### src/rtl/pipe_pkg.sv
// Shared definitions for the pipeline hazard unit.
//   hz_state_e    : sequencer state (normal flow / multi-cycle vector op)
//   OPTYPE_SCALAR : ID/EX op type encoding for a scalar instruction
//   num_chunks()  : cycles a vector op needs in EX (ceil(v / lanes))
package pipe_pkg;

  typedef enum logic {
    HZ_RUN = 1'b0,
    HZ_VEC = 1'b1
  } hz_state_e;

  localparam logic [1:0] OPTYPE_SCALAR = 2'b00;

  function automatic int num_chunks(input int v, input int lanes);
    return (v + lanes - 1) / lanes;
  endfunction

endpackage

### src/rtl/pipe_hazard_unit_if.sv
// Bundle between the pipeline datapath and the hazard unit.
//   master : pipeline side, drives decode/EX/MEM status, consumes controls
//   slave  : hazard unit side
// Parameters: AW register address width, LIW chunk index width.
// With HAZARD_PERF_CNT_EN defined, adds stall_cnt_o / flush_cnt_o.
interface pipe_hazard_unit_if #(
  parameter int AW  = 4,
  parameter int LIW = 3
);
  // Decode stage
  logic          id_valid_i;
  logic [AW-1:0] id_A1_i;
  logic [AW-1:0] id_A2_i;
  logic          id_use1_i;
  logic          id_use2_i;
  logic          id_vec_i;
  // ID/EX stage
  logic          ex_valid_i;
  logic [AW-1:0] ex_A3_i;
  logic          ex_RegFile_WE_i;
  logic [1:0]    ex_OpType_i;
  // EX/MEM stage
  logic          mem_valid_i;
  logic [AW-1:0] mem_A3_i;
  logic          mem_RegFile_WE_i;
  logic          mem_vec_i;
  logic          branch_taken_i;
  // Controls
  logic           pc_enable_o;
  logic           if_id_enable_o;
  logic           if_id_flush_o;
  logic           id_ex_enable_o;
  logic           id_ex_bubble_o;
  logic           ex_mem_bubble_o;
  logic [LIW-1:0] lane_idx_o;
  logic           vec_busy_o;
`ifdef HAZARD_PERF_CNT_EN
  logic [31:0]    stall_cnt_o;
  logic [31:0]    flush_cnt_o;
`endif

`ifdef HAZARD_PERF_CNT_EN
  modport master (
    output id_valid_i, id_A1_i, id_A2_i, id_use1_i, id_use2_i, id_vec_i,
           ex_valid_i, ex_A3_i, ex_RegFile_WE_i, ex_OpType_i,
           mem_valid_i, mem_A3_i, mem_RegFile_WE_i, mem_vec_i, branch_taken_i,
    input  pc_enable_o, if_id_enable_o, if_id_flush_o, id_ex_enable_o,
           id_ex_bubble_o, ex_mem_bubble_o, lane_idx_o, vec_busy_o,
           stall_cnt_o, flush_cnt_o
  );
  modport slave (
    input  id_valid_i, id_A1_i, id_A2_i, id_use1_i, id_use2_i, id_vec_i,
           ex_valid_i, ex_A3_i, ex_RegFile_WE_i, ex_OpType_i,
           mem_valid_i, mem_A3_i, mem_RegFile_WE_i, mem_vec_i, branch_taken_i,
    output pc_enable_o, if_id_enable_o, if_id_flush_o, id_ex_enable_o,
           id_ex_bubble_o, ex_mem_bubble_o, lane_idx_o, vec_busy_o,
           stall_cnt_o, flush_cnt_o
  );
`else
  modport master (
    output id_valid_i, id_A1_i, id_A2_i, id_use1_i, id_use2_i, id_vec_i,
           ex_valid_i, ex_A3_i, ex_RegFile_WE_i, ex_OpType_i,
           mem_valid_i, mem_A3_i, mem_RegFile_WE_i, mem_vec_i, branch_taken_i,
    input  pc_enable_o, if_id_enable_o, if_id_flush_o, id_ex_enable_o,
           id_ex_bubble_o, ex_mem_bubble_o, lane_idx_o, vec_busy_o
  );
  modport slave (
    input  id_valid_i, id_A1_i, id_A2_i, id_use1_i, id_use2_i, id_vec_i,
           ex_valid_i, ex_A3_i, ex_RegFile_WE_i, ex_OpType_i,
           mem_valid_i, mem_A3_i, mem_RegFile_WE_i, mem_vec_i, branch_taken_i,
    output pc_enable_o, if_id_enable_o, if_id_flush_o, id_ex_enable_o,
           id_ex_bubble_o, ex_mem_bubble_o, lane_idx_o, vec_busy_o
  );
`endif

endinterface

### src/rtl/pipe_hazard_unit_hazard_cmp.sv
// Combinational RAW comparator for one source operand.
//   a            : source register address from decode
//   id_vec       : source reads the vector file
//   ex_* / mem_* : in-flight writers in ID/EX and EX/MEM
//   hit          : some in-flight writer targets this register in the same file
module hazard_cmp #(
  parameter int AW = 4
) (
  input  logic [AW-1:0] a,
  input  logic          id_vec,
  input  logic          ex_valid,
  input  logic [AW-1:0] ex_a3,
  input  logic          ex_we,
  input  logic          ex_vec,
  input  logic          mem_valid,
  input  logic [AW-1:0] mem_a3,
  input  logic          mem_we,
  input  logic          mem_vec,
  output logic          hit
);

  // Register files are separate, so an address only collides within one file.
  assign hit = (ex_valid  & ex_we  & (ex_a3  == a) & (ex_vec  == id_vec)) |
               (mem_valid & mem_we & (mem_a3 == a) & (mem_vec == id_vec));

endmodule

### src/rtl/pipe_hazard_unit.sv
// Pipeline hazard / vector sequencing control.
//   CLK, RST : clock, synchronous active-high reset
//   hz       : pipe_hazard_unit_if.slave (decode/EX/MEM status in,
//              stall enables, bubbles, flush, chunk index out)
// Parameters: V elements per vector, LANES elements per EX cycle, AW address width.
// Optional HAZARD_PERF_CNT_EN: saturating stall / flush cycle counters.
module pipe_hazard_unit
  import pipe_pkg::*;
#(
  parameter int V     = 20,
  parameter int LANES = 4,
  parameter int AW    = 4
) (
  input logic               CLK,
  input logic               RST,
  pipe_hazard_unit_if.slave hz
);

  localparam int CHUNKS = num_chunks(V, LANES);
  localparam int LIW    = (CHUNKS > 1) ? $clog2(CHUNKS) : 1;
  localparam bit MULTI  = (CHUNKS > 1);
  localparam logic [LIW-1:0] LAST = LIW'(CHUNKS - 1);

  hz_state_e      state, state_nx;
  logic [LIW-1:0] chunk_cnt, chunk_nx;

  logic hit1, hit2, raw, ex_vec, vec_start;

  assign ex_vec = (hz.ex_OpType_i != OPTYPE_SCALAR);

  hazard_cmp #(.AW(AW)) u_cmp1 (
    .a(hz.id_A1_i), .id_vec(hz.id_vec_i),
    .ex_valid(hz.ex_valid_i), .ex_a3(hz.ex_A3_i), .ex_we(hz.ex_RegFile_WE_i),
    .ex_vec(ex_vec),
    .mem_valid(hz.mem_valid_i), .mem_a3(hz.mem_A3_i), .mem_we(hz.mem_RegFile_WE_i),
    .mem_vec(hz.mem_vec_i), .hit(hit1)
  );

  hazard_cmp #(.AW(AW)) u_cmp2 (
    .a(hz.id_A2_i), .id_vec(hz.id_vec_i),
    .ex_valid(hz.ex_valid_i), .ex_a3(hz.ex_A3_i), .ex_we(hz.ex_RegFile_WE_i),
    .ex_vec(ex_vec),
    .mem_valid(hz.mem_valid_i), .mem_a3(hz.mem_A3_i), .mem_we(hz.mem_RegFile_WE_i),
    .mem_vec(hz.mem_vec_i), .hit(hit2)
  );

  assign raw       = hz.id_valid_i & ((hz.id_use1_i & hit1) | (hz.id_use2_i & hit2));
  assign vec_start = MULTI & hz.ex_valid_i & ex_vec;

  always_comb begin
    // NOTE: every output and next-state value gets a default first so no path
    // through the case leaves one unassigned, which would infer a latch.
    hz.pc_enable_o     = 1'b1;
    hz.if_id_enable_o  = 1'b1;
    hz.if_id_flush_o   = 1'b0;
    hz.id_ex_enable_o  = 1'b1;
    hz.id_ex_bubble_o  = 1'b0;
    hz.ex_mem_bubble_o = 1'b0;
    hz.lane_idx_o      = '0;
    hz.vec_busy_o      = 1'b0;
    state_nx           = state;
    chunk_nx           = chunk_cnt;

    // While RST is high the pipeline registers are being cleared anyway;
    // present the idle control word regardless of the stale state.
    if (!RST) begin
      unique case (state)
        HZ_RUN: begin
          if (hz.branch_taken_i) begin
            // Younger instruction in decode is discarded, so its RAW is moot.
            hz.if_id_flush_o  = 1'b1;
            hz.id_ex_bubble_o = 1'b1;
          end else if (vec_start) begin
            hz.vec_busy_o      = 1'b1;
            hz.pc_enable_o     = 1'b0;
            hz.if_id_enable_o  = 1'b0;
            hz.id_ex_enable_o  = 1'b0;
            hz.ex_mem_bubble_o = 1'b1;
            state_nx           = HZ_VEC;
            chunk_nx           = LIW'(1);
          end else if (raw) begin
            hz.pc_enable_o    = 1'b0;
            hz.if_id_enable_o = 1'b0;
            hz.id_ex_bubble_o = 1'b1;
          end
        end
        HZ_VEC: begin
          hz.lane_idx_o = chunk_cnt;
          hz.vec_busy_o = 1'b1;
          if (chunk_cnt != LAST) begin
            hz.pc_enable_o     = 1'b0;
            hz.if_id_enable_o  = 1'b0;
            hz.id_ex_enable_o  = 1'b0;
            hz.ex_mem_bubble_o = 1'b1;
            chunk_nx           = chunk_cnt + LIW'(1);
          end else begin
            // Final chunk: the op result reaches EX/MEM; decode may proceed
            // unless it depends on an in-flight writer.
            if (raw) begin
              hz.pc_enable_o    = 1'b0;
              hz.if_id_enable_o = 1'b0;
              hz.id_ex_bubble_o = 1'b1;
            end
            state_nx = HZ_RUN;
            chunk_nx = '0;
          end
        end
        default: ;
      endcase
    end
  end

  // NOTE: sequential state uses non-blocking assignments so every register
  // samples the pre-edge values regardless of statement order.
  always_ff @(posedge CLK) begin
    if (RST) begin
      state     <= HZ_RUN;
      chunk_cnt <= '0;
    end else begin
      state     <= state_nx;
      chunk_cnt <= chunk_nx;
    end
  end

  // A branch cannot resolve while EX is occupied by a multi-cycle vector op.
  always_ff @(posedge CLK) begin
    if (!RST && state == HZ_VEC) assert (!hz.branch_taken_i);
  end

`ifdef HAZARD_PERF_CNT_EN
  logic [31:0] stall_cnt, flush_cnt;

  always_ff @(posedge CLK) begin
    if (RST) begin
      stall_cnt <= '0;
      flush_cnt <= '0;
    end else begin
      if (!hz.pc_enable_o && stall_cnt != '1) stall_cnt <= stall_cnt + 32'd1;
      if (hz.if_id_flush_o && flush_cnt != '1) flush_cnt <= flush_cnt + 32'd1;
    end
  end

  assign hz.stall_cnt_o = stall_cnt;
  assign hz.flush_cnt_o = flush_cnt;
`endif

endmodule

### src/flat_wrapper.sv
// flat-port wrapper written by rule: the top's interface ports become plain ports
module pipe_hazard_unit_flat import pipe_pkg::*;
#(
  parameter int V     = 20,
  parameter int LANES = 4,
  parameter int AW    = 4
)
  (CLK, RST, hz_id_valid_i, hz_id_A1_i, hz_id_A2_i, hz_id_use1_i, hz_id_use2_i, hz_id_vec_i, hz_ex_valid_i, hz_ex_A3_i, hz_ex_RegFile_WE_i, hz_ex_OpType_i, hz_mem_valid_i, hz_mem_A3_i, hz_mem_RegFile_WE_i, hz_mem_vec_i, hz_branch_taken_i, hz_pc_enable_o, hz_if_id_enable_o, hz_if_id_flush_o, hz_id_ex_enable_o, hz_id_ex_bubble_o, hz_ex_mem_bubble_o, hz_lane_idx_o, hz_vec_busy_o);
  pipe_hazard_unit_if #(.AW(AW), .LIW(3)) hz_i ();
  input logic CLK;
  input logic RST;
  input wire logic [$bits(hz_i.id_valid_i)-1:0] hz_id_valid_i;
  input wire logic [$bits(hz_i.id_A1_i)-1:0] hz_id_A1_i;
  input wire logic [$bits(hz_i.id_A2_i)-1:0] hz_id_A2_i;
  input wire logic [$bits(hz_i.id_use1_i)-1:0] hz_id_use1_i;
  input wire logic [$bits(hz_i.id_use2_i)-1:0] hz_id_use2_i;
  input wire logic [$bits(hz_i.id_vec_i)-1:0] hz_id_vec_i;
  input wire logic [$bits(hz_i.ex_valid_i)-1:0] hz_ex_valid_i;
  input wire logic [$bits(hz_i.ex_A3_i)-1:0] hz_ex_A3_i;
  input wire logic [$bits(hz_i.ex_RegFile_WE_i)-1:0] hz_ex_RegFile_WE_i;
  input wire logic [$bits(hz_i.ex_OpType_i)-1:0] hz_ex_OpType_i;
  input wire logic [$bits(hz_i.mem_valid_i)-1:0] hz_mem_valid_i;
  input wire logic [$bits(hz_i.mem_A3_i)-1:0] hz_mem_A3_i;
  input wire logic [$bits(hz_i.mem_RegFile_WE_i)-1:0] hz_mem_RegFile_WE_i;
  input wire logic [$bits(hz_i.mem_vec_i)-1:0] hz_mem_vec_i;
  input wire logic [$bits(hz_i.branch_taken_i)-1:0] hz_branch_taken_i;
  output wire logic [$bits(hz_i.pc_enable_o)-1:0] hz_pc_enable_o;
  output wire logic [$bits(hz_i.if_id_enable_o)-1:0] hz_if_id_enable_o;
  output wire logic [$bits(hz_i.if_id_flush_o)-1:0] hz_if_id_flush_o;
  output wire logic [$bits(hz_i.id_ex_enable_o)-1:0] hz_id_ex_enable_o;
  output wire logic [$bits(hz_i.id_ex_bubble_o)-1:0] hz_id_ex_bubble_o;
  output wire logic [$bits(hz_i.ex_mem_bubble_o)-1:0] hz_ex_mem_bubble_o;
  output wire logic [$bits(hz_i.lane_idx_o)-1:0] hz_lane_idx_o;
  output wire logic [$bits(hz_i.vec_busy_o)-1:0] hz_vec_busy_o;
  assign hz_i.id_valid_i = hz_id_valid_i;
  assign hz_i.id_A1_i = hz_id_A1_i;
  assign hz_i.id_A2_i = hz_id_A2_i;
  assign hz_i.id_use1_i = hz_id_use1_i;
  assign hz_i.id_use2_i = hz_id_use2_i;
  assign hz_i.id_vec_i = hz_id_vec_i;
  assign hz_i.ex_valid_i = hz_ex_valid_i;
  assign hz_i.ex_A3_i = hz_ex_A3_i;
  assign hz_i.ex_RegFile_WE_i = hz_ex_RegFile_WE_i;
  assign hz_i.ex_OpType_i = hz_ex_OpType_i;
  assign hz_i.mem_valid_i = hz_mem_valid_i;
  assign hz_i.mem_A3_i = hz_mem_A3_i;
  assign hz_i.mem_RegFile_WE_i = hz_mem_RegFile_WE_i;
  assign hz_i.mem_vec_i = hz_mem_vec_i;
  assign hz_i.branch_taken_i = hz_branch_taken_i;
  assign hz_pc_enable_o = hz_i.pc_enable_o;
  assign hz_if_id_enable_o = hz_i.if_id_enable_o;
  assign hz_if_id_flush_o = hz_i.if_id_flush_o;
  assign hz_id_ex_enable_o = hz_i.id_ex_enable_o;
  assign hz_id_ex_bubble_o = hz_i.id_ex_bubble_o;
  assign hz_ex_mem_bubble_o = hz_i.ex_mem_bubble_o;
  assign hz_lane_idx_o = hz_i.lane_idx_o;
  assign hz_vec_busy_o = hz_i.vec_busy_o;
  pipe_hazard_unit #(.V(V), .LANES(LANES), .AW(AW)) u_core (.CLK(CLK), .RST(RST), .hz(hz_i));
endmodule
### config.mk
export PLATFORM = sky130hd
export DESIGN_NAME = pipe_hazard_unit_flat
export DESIGN_NICKNAME = d
export VERILOG_FILES = /design/src/rtl/pipe_pkg.sv /design/src/rtl/pipe_hazard_unit_if.sv /design/src/rtl/pipe_hazard_unit_hazard_cmp.sv /design/src/rtl/pipe_hazard_unit.sv /design/src/flat_wrapper.sv
export SDC_FILE = /design/constraint.sdc
export NUM_CORES = 1
export LEC_CHECK = 0
export ABC_AREA = 1
export BUFFER_PORTS_ARGS = -buffer_cell sky130_fd_sc_hd__clkbuf_2
export CORE_MARGIN = 4
export CORE_UTILIZATION = 49
export DETAILED_ROUTE_END_ITERATION = 6
export GPL_TIMING_DRIVEN = 0
export PLACE_DENSITY_LB_ADDON = 0.15
export SYNTH_ARGS = -nofsm -noshare
export SYNTH_HDL_FRONTEND = slang
export SYNTH_HIERARCHICAL = 1
export SYNTH_SLANG_ARGS = --single-unit
### constraint.sdc
create_clock -name CLK -period 2 [get_ports CLK]
set_input_delay 0.2 -clock CLK [delete_from_list [all_inputs] [get_ports CLK]]
set_output_delay 0.2 -clock CLK [all_outputs]
set_load 0.05 [all_outputs]
======== Word-level counts from Yosys, hierarchy flattened ========
Cells that the tools add are included.
operators by class
  $add $sub $neg .......................... 1
  $mul .................................... 0
  div/mod/pow operators ................... 0
  $lt $le $gt $ge ......................... 0
  equality and inequality tests ........... 9
  shifts and indexed selects .............. 0
  muxes and demuxes ....................... 33
  bitwise logic cells ..................... 18
  reductions and logical operators ........ 2
operator list
  operator                                       count
  two-way mux 1 bit                              22
  equality test 4 bit                            4
  two-way mux 3 bit                              5
  AND 1 bit                                      14
  one-hot mux 1 bit (2 select lines)             5
  one-hot mux 3 bit (2 select lines)             1
  adder 3 x 1 -> 3 bit, second input constant    1
  != test 3 bit, second input constant           1
  OR 1 bit                                       3
  equality test 1 bit                            2
  != test 2 x 1 -> 1 bit, second input constant  1
  != test 2 bit, second input constant           1
  AND reduction 2 bit                            1
  nonzero test 2 bit                             1
  inverter 1 bit                                 1
storage, ports and cells
  bits in registers ....................... 4
  bits in latches ......................... 0
  bits in writable memories ............... 0
  bits in read-only memories .............. 0
  input bits .............................. 30
  output and inout port bits .............. 10
  logic and storage cells ................. 65
  memories ................................ 0

======== Depth between registers and ports, before layout ========
  depth after elaboration ................. 12
  depth in mapped cells ................... 13
  gate-level depth less buffers ........... 13

======== Modules after synthesis ========
Netlist, hierarchy kept.
by module, submodules not included
  module            instances  cells each  area an instance (µm²)  seq. area each (µm²)
  hazard_cmp        2          57          216.5                   0.0
  pipe_hazard_unit  1          58          362.8                   80.1

======== Worst setup path after synthesis ========
Ideal clock, no wire load.
  path type ............................... register to output
  start ................................... register u_core.state
  end ..................................... output port hz_id_ex_bubble_o
  arrival ................................. 1644 ps
  data required time ...................... 1800 ps
  slack ................................... 156 ps
  cell stages (with the launch flop) ...... 6
  path buffers ............................ 0
  cell sequence ........................... dfxtp_1 inv_2 nand2_4 nor2_1 inv_1 nand2_1
on the way
  cells in the longest elaborated chain, start to end .. 3
ends and longest elaborated chain
  item                                    line                     RTL
  start: declaration                      pipe_hazard_unit.sv:24   hz_state_e state, state_nx;
  start signal: assignment                pipe_hazard_unit.sv:120  state <= state_nx;
  inverter 1 bit                          pipe_hazard_unit.sv:67   unique case (state)
  one-hot mux 1 bit (2 select lines) (*)  pipe_hazard_unit.sv:67
  two-way mux 1 bit (*)                   pipe_hazard_unit.sv:66   if (!RST) begin
  end: declaration                        flat_wrapper.sv:31       output wire logic [$bits(hz_i.id_ex_bubble_o)-1:0] hz_id_ex_bubble_o;
Mark *: on every way between the ends. The rest lies on a longest branch, timed or not.

======== Worst setup path in the final report ========
  start ................................... register u_core.chunk_cnt[0]
  end ..................................... output port hz_pc_enable_o
on the way
  cells in the longest elaborated chain, start to end .. 4
ends and longest elaborated chain
  item                                line                     RTL
  start: declaration                  pipe_hazard_unit.sv:25   logic [LIW-1:0] chunk_cnt, chunk_nx;
  start signal: assignment            pipe_hazard_unit.sv:121  chunk_cnt <= chunk_nx;
  != test 3 bit                       pipe_hazard_unit.sv:90   if (chunk_cnt != LAST) begin
  two-way mux 1 bit                   pipe_hazard_unit.sv:90
  one-hot mux 1 bit (2 select lines)  pipe_hazard_unit.sv:67
  two-way mux 1 bit                   pipe_hazard_unit.sv:66
  end: declaration                    flat_wrapper.sv:27       output wire logic [$bits(hz_i.pc_enable_o)-1:0] hz_pc_enable_o;
No other way between the ends.

==> metrics <==
post-synth cell types 18; crit path max fanout 4; Seq/Total Area, Yosys between 10 and 15%; Starting DRT DRC Count 6; Startpoint Class flop; WS Path Type flop to output port; post-route ant nets 0; Synth area leader nand2_1; maximum clock frequency between 500 and 600 MHz; CTS tree built; Arr. time, crit path roughly 1.6 ns; Top-Level Pins 40; average wire per standard cell 8.59 um; leakage 0.776 nW; period utilization 88.5%; Min-Delay Endpoint u_core/chunk_cnt[0]; DP HPWL approximately 1.7 mm; Finish-stage setup viols 0; clock root buffer clkbuf_4; most frequent cells in the layout 79 x nand2_1, 42 x inv_1, 38 x clkbuf_2, 21 x nor2_1, 8 x nand3_1; starting density of the core 52.2%; CTS Buffer Depth 2; RR Endpoint u_core/chunk_cnt[0]; share of layout cells above drive strength 1 23.0%; setup TNS 0 ns; synthesized flop and latch total 4; total CTS buffers 3; top cells by area, synth nand2_1 37%, inv_1 20%, dfxtp_1 10%, nor2_1 9.9%, nand3_1 5.0%; final cell count without fillers 229; Mapped Nets 204; initial antenna violation count 0; Clock Latency Late Sink 0.23 ns; top cell type's share of synthesized area 37.3%; Post-Route WL 1.97 mm; DRC 0; n_diodes 0; clk_skew 0.00215 ns; hold_buf cts 0; FP Rows 14; Worst Slack Setup Final 0.229 ns; setup repair after global routing missed its margin false; worst-case vdd ir drop 0.000364 V; Hold Crit Start RST; Die X approximately 48 um; pre-CTS setup slack 0.335 ns; clock sinks 4; Avg Synthesized Cell Area 4.63 sq um; min Tclk post-route 1.77 ns; Hold WC Path Type input port to flop; total number of vias 1,011; global route overflow 0; Hold Path Stages 4; GRT Overall Usage 16.8%; postcts setup bufs 0; CP required 1.80 ns; Vert. Die Dim 48.3 um; CTS H-tree lvls 1; largest net degree at the start of global routing 11; Die Area 0.00233 sq mm; Synth Cell Area 796 sq um; Pre-antenna DRT Iters 4; Cells after Synth 172; Clk pin slew, worst setup/hold paths 0.03 ns; Least-Margin Pin Slew 0.284 ns; Max-cap violations 0; placed instance count 226; input/output buffers 38; reg2reg path depth 7; total power 0.369 mW; vias per inst between 4 and 5; max-slew violation count 0; FF-to-FF setup slack about 0.96 ns; Final Net Count 247; Worst setup EP type output port; gpl congestion 0.770; global-route wire length before repair 3.31 mm; Critical R2R Launch u_core/chunk_cnt[0]; outcome finished clean; commonest non-fill, non-tap cell in the layout nand2_1; YS warnings 6; Pwr per Cell Area 359 mW/mm^2; relative slew slack between 80% and 90%; vias in the first global route around 870; Fin. Hold Viols 0; post-CTS sizing 0; core footprint 0.00152 sq mm; P&R area growth vs syn 29.2%
[worst max-delay path, cell delays in order (launching register included)]
cell and delay (ns):
dfxtp_1 0.30, inv_1 0.12, ha_1 0.19, nand3_1 0.14, nand3_4 0.13, nand2_1 0.05, inv_1 0.06, buf_4 0.10
clkbuf_2 0.26
[how the worst max path moves through the flow]
stage               cells after the start  slack [ns]           endpoint                 from
finish                                  8        0.23     hz_pc_enable_o  u_core/chunk_cnt[0]
global route                            8        0.14     hz_pc_enable_o  u_core/chunk_cnt[0]
CTS                                     8        0.23     hz_pc_enable_o  u_core/chunk_cnt[0]
detailed placement                     15        0.33     hz_pc_enable_o    hz_ex_OpType_i[0]
global placement                       15        0.38     hz_pc_enable_o    hz_ex_OpType_i[0]
floorplan                               5        0.16  hz_id_ex_bubble_o         u_core/state
[layout make-up]
cell class | count | area [sq um]
Tap cell | 16 | 20.0
Fill cell | 145 | 495
Timing Repair Buffer | 38 | 190
Multi-Input combinational cell | 122 | 529
Clock buffer | 3 | 22.5
Buffer | 2 | 21.3
Sequential cell | 4 | 80.1
Inverter | 44 | 165
[where the power goes]
group          switching [mW]  leakage [nW]  internal [mW]
Sequential            0.00319        0.0327         0.0840
Combinational           0.119         0.730         0.0649
Clock                  0.0317        0.0138         0.0670
Total                   0.154         0.776          0.216
[cells by family (layout without fill, tap and decap cells)]
kind of cell | Yosys count | after routing | share of synthesized area, %
AND/OR/NAND/NOR | 117 | 117 | 61.0
AO/OA/AOI/OAI | 2 | 2 | 1.26
adder cells (fa/ha/maj) | 2 | 2 | 3.14
buffers and inverters | 46 | 87 | 23.4
flip-flops | 4 | 4 | 10.1
XOR/XNOR | 1 | 1 | 1.10
[sequential cells by signal, indices dropped and copies added (netlist names)]
| register | flops |
|---|---|
| u_core/chunk_cnt | 3 |
| u_core/state | 1 |
[cell usage after synthesis]
cell	instances
nand2_1	79
inv_1	42
nor2_1	21
nand3_1	8
dfxtp_1	4
nor3_1	3
ha_1	2
inv_2	2
nand2_2	2
a21oi_1	1
buf_4	1
clkbuf_8	1
nand2_4	1
nand3_4	1
nand3b_1	1
nand4_1	1
o21ai_0	1
xor2_1	1
[per-stage QoR]
step	hold slack [ns]	util [%]	cell area, sq um
after floorplan	0.424	-	796
after global placement	0.523	66.0	1010
after detailed placement	0.519	66.0	1010
after CTS	0.274	67.5	1030
after global routing	0.282	67.5	1030
final	0.278	67.5	1030
[per-layer routing]
layer	routed length [um]	share of wire, %	GRT usage (%)	vias to the layer above
met5	0	0	0	-
met4	0	0	1.38	0
met3	159	8.1	7.06	0
met2	896	46	28.0	27
met1	911	46	20.5	406
li1	-	-	-	578
(Power assumes the default switching activity.)
